`config.mk`:
```
export PLATFORM = sky130hd
export DESIGN_NAME = usb_utm_rx
export DESIGN_NICKNAME = d
export VERILOG_FILES = /design/src/rtl/usb_utmi_pkg.sv /design/src/rtl/usb_rx_dpll.sv /design/src/rtl/usb_utm_rx.sv
export SDC_FILE = /design/constraint.sdc
export NUM_CORES = 1
export LEC_CHECK = 0
export BUFFER_PORTS_ARGS = -buffer_cell sky130_fd_sc_hd__buf_2
export CAP_MARGIN = 0
export CELL_PAD_IN_SITES_DETAIL_PLACEMENT = 1
export CELL_PAD_IN_SITES_GLOBAL_PLACEMENT = 2
export CORE_ASPECT_RATIO = 1.75
export CORE_UTILIZATION = 40
export DETAILED_ROUTE_END_ITERATION = 10
export GPL_TIMING_DRIVEN = 0
export PLACE_DENSITY_LB_ADDON = 0.1
export RECOVER_POWER = 100
export REMOVE_ABC_BUFFERS = 1
export SYNTH_ARGS = -nofsm -noshare
export SYNTH_HDL_FRONTEND = slang
export SYNTH_HIERARCHICAL = 1
export SYNTH_SLANG_ARGS = --single-unit
```
`constraint.sdc`:
```
create_clock -name clk -period 4.7 [get_ports clk]
set_input_delay 0.47 -clock clk [delete_from_list [all_inputs] [get_ports clk]]
set_output_delay 0.47 -clock clk [all_outputs]
set_load 0.02 [all_outputs]
```
`src/rtl/usb_utmi_pkg.sv`:
```
// Shared UTMI types and constants for the USB full-speed receive path.
package usb_utmi_pkg;

  typedef enum logic [1:0] {
    LS_SE0 = 2'd0,
    LS_DJ  = 2'd1,
    LS_DK  = 2'd2,
    LS_SE1 = 2'd3
  } utmi_line_state_t;

  typedef enum logic [2:0] {
    IDLE,
    SYNC,
    DATA,
    EOP,
    ABORT
  } usb_rx_state_t;

  // Six consecutive ones force a stuffed zero on the wire.
  localparam int unsigned USB_STUFF_LEN = 6;

endpackage

```
`src/rtl/usb_rx_dpll.sv`:
```
// Bit-clock recovery by oversampling: phase counter re-aligned on every
// line_state change, mid-bit sample strobe and NRZI decode of J/K samples.
module usb_rx_dpll
  import usb_utmi_pkg::*;
#(
  parameter int CLK_PER_BIT = 4
) (
  input  logic             clk,
  input  logic             rst,
  input  utmi_line_state_t line_state,
  output logic             strobe,
  output utmi_line_state_t sym,
  output logic             nrzi_bit
);

  localparam int PW = $clog2(CLK_PER_BIT);
  localparam logic [PW-1:0] PH_MID  = PW'(CLK_PER_BIT / 2);
  localparam logic [PW-1:0] PH_LAST = PW'(CLK_PER_BIT - 1);

  logic [PW-1:0]    phase_q, phase_d, phase_now;
  utmi_line_state_t last_ls_q, last_ls_d;
  utmi_line_state_t prev_sym_q, prev_sym_d;

  always_comb begin
    // The cycle in which the line changes is phase 0, so the strobe lands mid-bit.
    phase_now  = (line_state != last_ls_q) ? '0 : phase_q;
    phase_d    = (phase_now == PH_LAST) ? '0 : phase_now + PW'(1);
    last_ls_d  = line_state;
    strobe     = (phase_now == PH_MID);
    sym        = line_state;
    nrzi_bit   = (line_state == prev_sym_q);
    prev_sym_d = prev_sym_q;
    if (strobe) begin
      case (line_state)
        LS_DJ, LS_DK: prev_sym_d = line_state;
        LS_SE0:       prev_sym_d = LS_DJ;
        default:      prev_sym_d = prev_sym_q;
      endcase
    end
  end

  always_ff @(posedge clk) begin
    if (rst) begin
      phase_q    <= '0;
      last_ls_q  <= LS_DJ;
      prev_sym_q <= LS_DJ;
    end else begin
      phase_q    <= phase_d;
      last_ls_q  <= last_ls_d;
      prev_sym_q <= prev_sym_d;
    end
  end

endmodule

```
`src/rtl/usb_utm_rx.sv`:
```
// UTM full-speed receiver: SYNC detect, bit unstuffing, LSB-first byte
// assembly, EOP detection and abort recovery, driving the UTMI rx signals.
module usb_utm_rx
  import usb_utmi_pkg::*;
#(
  parameter int CLK_PER_BIT    = 4,
  parameter int SYNC_MIN_ZEROS = 3,
  parameter int IDLE_J_BITS    = 8
) (
  input  logic       clk,
  input  logic       rst,
  input  logic [1:0] line_state,
  input  logic       tx_active,
  output logic [7:0] rx_data,
  output logic       rx_valid,
  output logic       rx_active,
  output logic       rx_error
);

  localparam int ZW = $clog2(SYNC_MIN_ZEROS + 1);
  localparam int JW = $clog2(IDLE_J_BITS + 1);
  localparam logic [ZW-1:0] ZERO_MIN = ZW'(SYNC_MIN_ZEROS);
  localparam logic [JW-1:0] J_LAST   = JW'(IDLE_J_BITS - 1);
  localparam logic [2:0]    STUFF    = 3'(USB_STUFF_LEN);

  utmi_line_state_t ls_in;
  logic             strobe;
  utmi_line_state_t sym;
  logic             nrzi_bit;

  usb_rx_state_t state_q, state_d;
  logic [ZW-1:0] zero_cnt_q, zero_cnt_d;
  logic [2:0]    ones_cnt_q, ones_cnt_d;
  logic [2:0]    bit_cnt_q, bit_cnt_d;
  logic [7:0]    shreg_q, shreg_d;
  logic [JW-1:0] j_cnt_q, j_cnt_d;
  logic          last_se0_q, last_se0_d;
  logic [7:0]    rx_data_q, rx_data_d;
  logic          rx_valid_q, rx_valid_d;
  logic          rx_active_q, rx_active_d;
  logic          rx_error_q, rx_error_d;

  assign ls_in = utmi_line_state_t'(line_state);

  usb_rx_dpll #(
    .CLK_PER_BIT(CLK_PER_BIT)
  ) u_dpll (
    .clk       (clk),
    .rst       (rst),
    .line_state(ls_in),
    .strobe    (strobe),
    .sym       (sym),
    .nrzi_bit  (nrzi_bit)
  );

  always_comb begin
    state_d     = state_q;
    zero_cnt_d  = zero_cnt_q;
    ones_cnt_d  = ones_cnt_q;
    bit_cnt_d   = bit_cnt_q;
    shreg_d     = shreg_q;
    j_cnt_d     = j_cnt_q;
    last_se0_d  = last_se0_q;
    rx_data_d   = rx_data_q;
    rx_valid_d  = 1'b0;
    rx_error_d  = 1'b0;

    if (strobe) begin
      case (state_q)
        IDLE: begin
          if (sym == LS_DK) begin
            state_d    = SYNC;
            zero_cnt_d = ZW'(1);
          end
        end

        SYNC: begin
          if ((sym == LS_DJ || sym == LS_DK) && !nrzi_bit) begin
            if (zero_cnt_q != ZERO_MIN) zero_cnt_d = zero_cnt_q + ZW'(1);
          end else if (sym == LS_DK && zero_cnt_q >= ZERO_MIN) begin
            state_d    = DATA;
            ones_cnt_d = '0;
            bit_cnt_d  = '0;
          end else begin
            state_d = IDLE;
          end
        end

        DATA: begin
          if (sym == LS_SE1 || (ones_cnt_q == STUFF && nrzi_bit && sym != LS_SE0)) begin
            state_d    = ABORT;
            rx_error_d = 1'b1;
            j_cnt_d    = '0;
            last_se0_d = 1'b0;
          end else if (sym == LS_SE0) begin
            state_d = EOP;
          end else if (ones_cnt_q == STUFF) begin
            ones_cnt_d = '0;
          end else begin
            shreg_d    = {nrzi_bit, shreg_q[7:1]};
            ones_cnt_d = nrzi_bit ? ones_cnt_q + 3'd1 : 3'd0;
            bit_cnt_d  = bit_cnt_q + 3'd1;
            if (bit_cnt_q == 3'd7) begin
              rx_data_d  = {nrzi_bit, shreg_q[7:1]};
              rx_valid_d = 1'b1;
            end
          end
        end

        EOP: begin
          if (sym == LS_DJ) begin
            state_d = IDLE;
          end else if (sym != LS_SE0) begin
            state_d    = ABORT;
            rx_error_d = 1'b1;
            j_cnt_d    = '0;
            last_se0_d = 1'b0;
          end
        end

        ABORT: begin
          // Leave on a clean EOP (SE0 then J) or after a long enough J idle.
          if (sym == LS_DJ) begin
            if (last_se0_q || j_cnt_q == J_LAST) state_d = IDLE;
            else j_cnt_d = j_cnt_q + JW'(1);
            last_se0_d = 1'b0;
          end else begin
            j_cnt_d    = '0;
            last_se0_d = (sym == LS_SE0);
          end
        end

        default: state_d = IDLE;
      endcase
    end

    if (tx_active) begin
      state_d    = IDLE;
      rx_valid_d = 1'b0;
      rx_error_d = 1'b0;
    end

    rx_active_d = (state_d == DATA) || (state_d == EOP) || (state_d == ABORT);
  end

  always_ff @(posedge clk) begin
    if (rst) begin
      state_q     <= IDLE;
      zero_cnt_q  <= '0;
      ones_cnt_q  <= '0;
      bit_cnt_q   <= '0;
      shreg_q     <= '0;
      j_cnt_q     <= '0;
      last_se0_q  <= 1'b0;
      rx_data_q   <= '0;
      rx_valid_q  <= 1'b0;
      rx_active_q <= 1'b0;
      rx_error_q  <= 1'b0;
    end else begin
      state_q     <= state_d;
      zero_cnt_q  <= zero_cnt_d;
      ones_cnt_q  <= ones_cnt_d;
      bit_cnt_q   <= bit_cnt_d;
      shreg_q     <= shreg_d;
      j_cnt_q     <= j_cnt_d;
      last_se0_q  <= last_se0_d;
      rx_data_q   <= rx_data_d;
      rx_valid_q  <= rx_valid_d;
      rx_active_q <= rx_active_d;
      rx_error_q  <= rx_error_d;
    end
  end

  assign rx_data   = rx_data_q;
  assign rx_valid  = rx_valid_q;
  assign rx_active = rx_active_q;
  assign rx_error  = rx_error_q;

endmodule

```
==> After elaboration in Yosys (flattened, before gate mapping) <==
Cells that the tools add are included.
{ "op_classes": {"n_addsub": 5, "order_cmp": 1, "eq_ne": 30, "n_mux": 45, "bitwise": 5, "reduce_logical": 29} }
{ "ops": {"columns": ["op", "count"], "rows": [
  ["$mux W3", 19],
  ["$ne A2 B2 Y1 const B", 12],
  ["$mux W4", 5],
  ["$reduce_and A6 Y1", 3],
  ["$pmux W3 S5", 1],
  ["$reduce_and A5 Y1", 3],
  ["$eq A3 B2 Y1 const B", 4],
  ["$eq A3 B3 Y1 const B", 4],
  ["$pmux W3 S2", 2],
  ["$pmux W4 S3", 1],
  ["$mux W2", 5],
  ["$eq A2 B2 Y1 const B", 4],
  ["$mux W1", 8],
  ["$pmux W2 S2", 2],
  ["$reduce_bool A2 Y1", 4],
  ["$reduce_and A7 Y1", 1],
  ["$reduce_or A7 Y1", 1],
  ["$add A3 B1 Y3 const B", 2],
  ["$logic_or A1 B1 Y1", 5],
  ["$not A1 Y1", 5],
  ["$add A2 B1 Y2 const B", 2],
  ["$add A4 B1 Y4 const B", 1],
  ["$eq A4 B3 Y1 const B", 1],
  ["$logic_and A1 B1 Y1", 4],
  ["other kinds (15)", 16]
]} }
{ "totals": {"reg_bits": 41, "inputBits": 5, "output_inout_bits": 11, "word_cells": 129} }

==> Logic depth before layout (Yosys ltp) <==
{ "depth": {"ltp_word": 11, "ltp_mapped": 10, "ltp_nobuf": 8} }

==> Hierarchy <==
The synthesis kept the hierarchy.
{ "modules_own_cells": {"columns": ["module", "instances", "cells_per_inst", "area_each_um2", "seq_area_each_um2"], "rows": [
  ["usb_utm_rx", 1, 196, 1790.5, 680.7],
  ["usb_rx_dpll", 1, 27, 275.3, 120.1]
]} }

==> Worst setup path after synthesis <==
Ideal clock, no wire load.
{ "synth_path": {"path_type": "input -> register", "start": "input port line_state[1]", "end": "register j_cnt_q[3]", "setup_ns": 0.078, "arrival_ns": 2.083, "required_time_ns": 4.622, "path_slack_ns": 2.539, "stages": 9, "path_buffers": 2, "cell_sequence": "xnor2_1 > and3_1 > ha_1 > buf_4 > clkbuf_1 > nand3_1 > o2111ai_1 > a21oi_1 > nor3_1"} }
{ "synth_between": {"elab_cells_between_ends": 17, "classes_between": "9 x eq/ne; 3 x mux; 5 x reduce/logical"} }
{ "synth_lines": {"columns": ["element", "line_no", "source"], "rows": [
  ["start, declared", "usb_utm_rx.sv:12", "input logic [1:0] line_state,"],
  ["$ne A2 B2 Y1", "usb_rx_dpll.sv:26", "phase_now = (line_state != last_ls_q) ? '0 : phase_q;"],
  ["$mux W2", "usb_rx_dpll.sv:26", null],
  ["$eq A2 B2 Y1", "usb_rx_dpll.sv:29", "strobe = (phase_now == PH_MID);"],
  ["net strobe", "usb_utm_rx.sv:27", "logic strobe;"],
  ["$reduce_and A6 Y1 (no source line)", null, null],
  ["end signal, assigned", "usb_utm_rx.sv:165", "j_cnt_q <= j_cnt_d;"],
  ["end, declared", "usb_utm_rx.sv:36", "logic [JW-1:0] j_cnt_q, j_cnt_d;"]
]} }
The timed path passes the listed nets, and every way through them passes these cells.
A chain may end at the register's enable or synchronous reset.

==> Final worst setup path <==
{ "layout_path": {"start": "input port line_state[1]", "end": "register ones_cnt_q[1]"} }
{ "layout_between": {"elab_cells_between_ends": 26, "classes_between": "10 x eq/ne; 6 x mux; 10 x reduce/logical"} }
{ "layout_lines": {"columns": ["element", "line_no", "source"], "rows": [
  ["$ne A2 B2 Y1", "usb_rx_dpll.sv:26", null],
  ["$mux W2", "usb_rx_dpll.sv:26", null],
  ["$eq A2 B2 Y1", "usb_rx_dpll.sv:29", null],
  ["net strobe", "usb_utm_rx.sv:27", null],
  ["$reduce_and A6 Y1 (no source line)", null, null],
  ["end signal, assigned", "usb_utm_rx.sv:162", "ones_cnt_q <= ones_cnt_d;"],
  ["end, declared", "usb_utm_rx.sv:33", "logic [2:0] ones_cnt_q, ones_cnt_d;"]
]} }
The timed path passes the listed nets, and every way through them passes these cells. The select of a mux whose other input is x is not followed.

==> out/metrics.csv <==
metric,value,unit
status,finished with violations,
violations,"capacitance limit, slew limit",
htree_levels,2,
ios,16,
synthArstFlopShare,0,%
hold_viol_final,0,
worst_slew_pin_slew,1670,ps
rrSetupSlack,1900,ps
tns,0,ps
ys_seq_elements,40,
hold_path_class,reg2reg,
antenna_found_initial,0,
grt-ovfl-total,0,
peakVddDrop,0.215,mV
seq_power_share,51.0,%
synth-edff-count,0,
drt-initial-drc-count,34,
p_int,0.000524,W
synth_compound_area_share,13.5,%
cp_slowest_cell,ha_1,
fin_worst_skew,5.56,ps
combPwrFrac,4.5,%
synth_cells,223,
ys.flop_type,dfxtp_1,
met2_length,2760,um
hpwl,3620,um
ys.warnings.count,6,
crit_path_end_kind,flop,
worst-path-buf-inv,1,
finalMaxSlewViolations,40,
wl_per_cell,16.5,um
critPathTopFamily,simple AND/OR/NAND/NOR gates,
syn_avg_cell_area,9.26,um^2
cts_sinks,40,
arrival,3110,ps
grt_pass1_wl,8070,um
dr_total_vias,1648,
min_from,bit_cnt_q[1],
final_common_cell,dfxtp_1,
top_layer_used,met4,
gr-usage-all-layers,19.0,%
routabilityCongestion,0.819,
die_area,5470,um^2
clkTransAtPathRegs,80,ps
critPathMaxFanout,21,
die-width,56.3,um
cts_root_buf,clkbuf_8,
yosysSeqAreaShare,38.8,%
rows,34,
start_util,41.5,%
switching_power,0.000148,W
yosys.area_share.simple,24.0,%
crit_path_cell_trace,"clkbuf_1, xnor2_1, and3_1, ha_1, o21ai_0, or3_2, a21oi_1",
fmax,346,MHz
setup_slack,1810,ps
relSlewSlack,-11.1,%
critPathMaxStageDelay,670,ps
wl_met3,102,um
required,4910,ps
synth_top_family_by_area,simple AND/OR/NAND/NOR gates,
grt_pass1_vias,1785,
grt_max_degree,40,
clock_latency,300,ps
port_buffers,15,
firstDrtPassIters,4,
layout_common_cells,"40 x dfxtp_1, 34 x nor2_1, 16 x mux2i_1",
cts_tree,done,
clk_path_buf_depth,2,
post_cts_buffers,0,
hold_buffers,0,
p_leak,0.895,nW
yosys.cell_types.count,55,
r2r-end,ones_cnt_q[1],
switching_share,22.0,%
period_minus_slack,2890,ps
synth_fa_ha_area_share,7.87,%
antenna_left,0,
die_height,97.1,um
nets,251,
wirelength_met1,1770,um
critPathKind,in2reg,
pre_cts_ws,1580,ps
r2r.worst_path.cells,6,
holdWs,476,ps
timing.rr.start,u_dpll/last_ls_q[1],
setup-violations-final,0,
muxShareOfSynthArea,7.75,%
finalCritPeriodShare,61.6,%
drt_wl_total,4760,um
cts_made_buffers,5,
holdPathStages,2,
clkPwrFrac,44.5,%
antenna_cells,0,
area_delta_synth_final,7.39,%
drc,0,
core_area,4980,um^2
synth_xor_area_share,1.70,%
power.density,303,nW/um^2
p_total,0.000671,W
hold_end,bit_cnt_q[1],
rsz0062_at_grt,false,
syn-cell-area,2070,um^2
cts_resized,0,
drive_gt1_share,8.55,%
vias_per_cell,5.72,
max_cap_violations,1,
cp-start-kind,primary input,
-- final cells by class --
type | count | area (um^2)
Sequential cell | 40 | 801
Tap cell | 54 | 67.6
Clock inverter | 2 | 38.8
Fill cell | 598 | 2760
Multi-Input combinational cell | 159 | 1120
Clock buffer | 6 | 82.6
Timing Repair Buffer | 15 | 58.8
Inverter | 12 | 45.0
-- worst max-delay path by stage --
| stage | from | to | slack [ps] | cells past startpoint |
|---|---|---|---|---|
| after floorplan | line_state[1] | rx_active | 2470 | 7 |
| after global placement | line_state[1] | rx_active | 1690 | 8 |
| after detailed placement | line_state[1] | rx_active | 1580 | 8 |
| after CTS | line_state[1] | rx_active | 1880 | 8 |
| after global routing | line_state[1] | rx_active | 1620 | 8 |
| final | line_state[1] | ones_cnt_q[1] | 1810 | 7 |
-- power by group through the flow --
stage / clock, W / combinational (W) / sequential [W]
after detailed placement: 0 / 0.0000312 / 0.000351
after global placement: 0 / 0.0000289 / 0.000350
after CTS: 0.000307 / 0.0000313 / 0.000343
final: 0.000299 / 0.0000304 / 0.000343
after floorplan: 0 / 0.0000167 / 0.000350
after global routing: 0.000320 / 0.0000347 / 0.000343
-- through the flow --
stage,utilization [%],instances,area (um^2)
global placement,42.6,280,2120
global route,44.6,288,2220
finish,44.6,288,2220
CTS,45.1,288,2240
floorplan,-,211,1980
detailed placement,42.6,280,2120
-- worst min-delay path: cells and delay by family (launching register included) --
family	cells	cell delay (ps)
compound gates	1	50
simple gates	1	60
flops	1	320
-- registers in the layout, indices dropped and copies added, names as in the netlist, 3 cells and up --
signal      flops
ones_cnt_q      3
state_q         3
rx_data         8
bit_cnt_q       3
j_cnt_q         4
shreg_q         7
-- routing by layer --
layer  vias to the layer above  track usage, %
met5                         -               0
li1                        802               -
met4                         0            9.01
met3                        11            3.73
met2                        24            37.1
met1                       811            18.2
-- cell usage after synthesis, drive strengths merged, types with 6 or more instances --
cell type  number  area, um^2
nand3           6        35.0
and3            7        45.1
nand2          10        37.5
buf             7        55.1
mux2i          16         160
ha             13         163
a21oi          13        65.1
dfxtp          40         801
nor2           34         128
o21ai           6        33.8
inv            12        45.0
-- cells by family after synthesis --
| logic type | after synthesis |
|---|---|
| adder cells (fa/ha/maj) | 13 |
| AO/OA/AOI/OAI | 40 |
| XOR/XNOR | 4 |
| buffers and inverters | 24 |
| flip-flops | 40 |
| multiplexers | 16 |
| AND/OR/NAND/NOR | 86 |
Note: power is estimated with default switching activity, not from simulation.
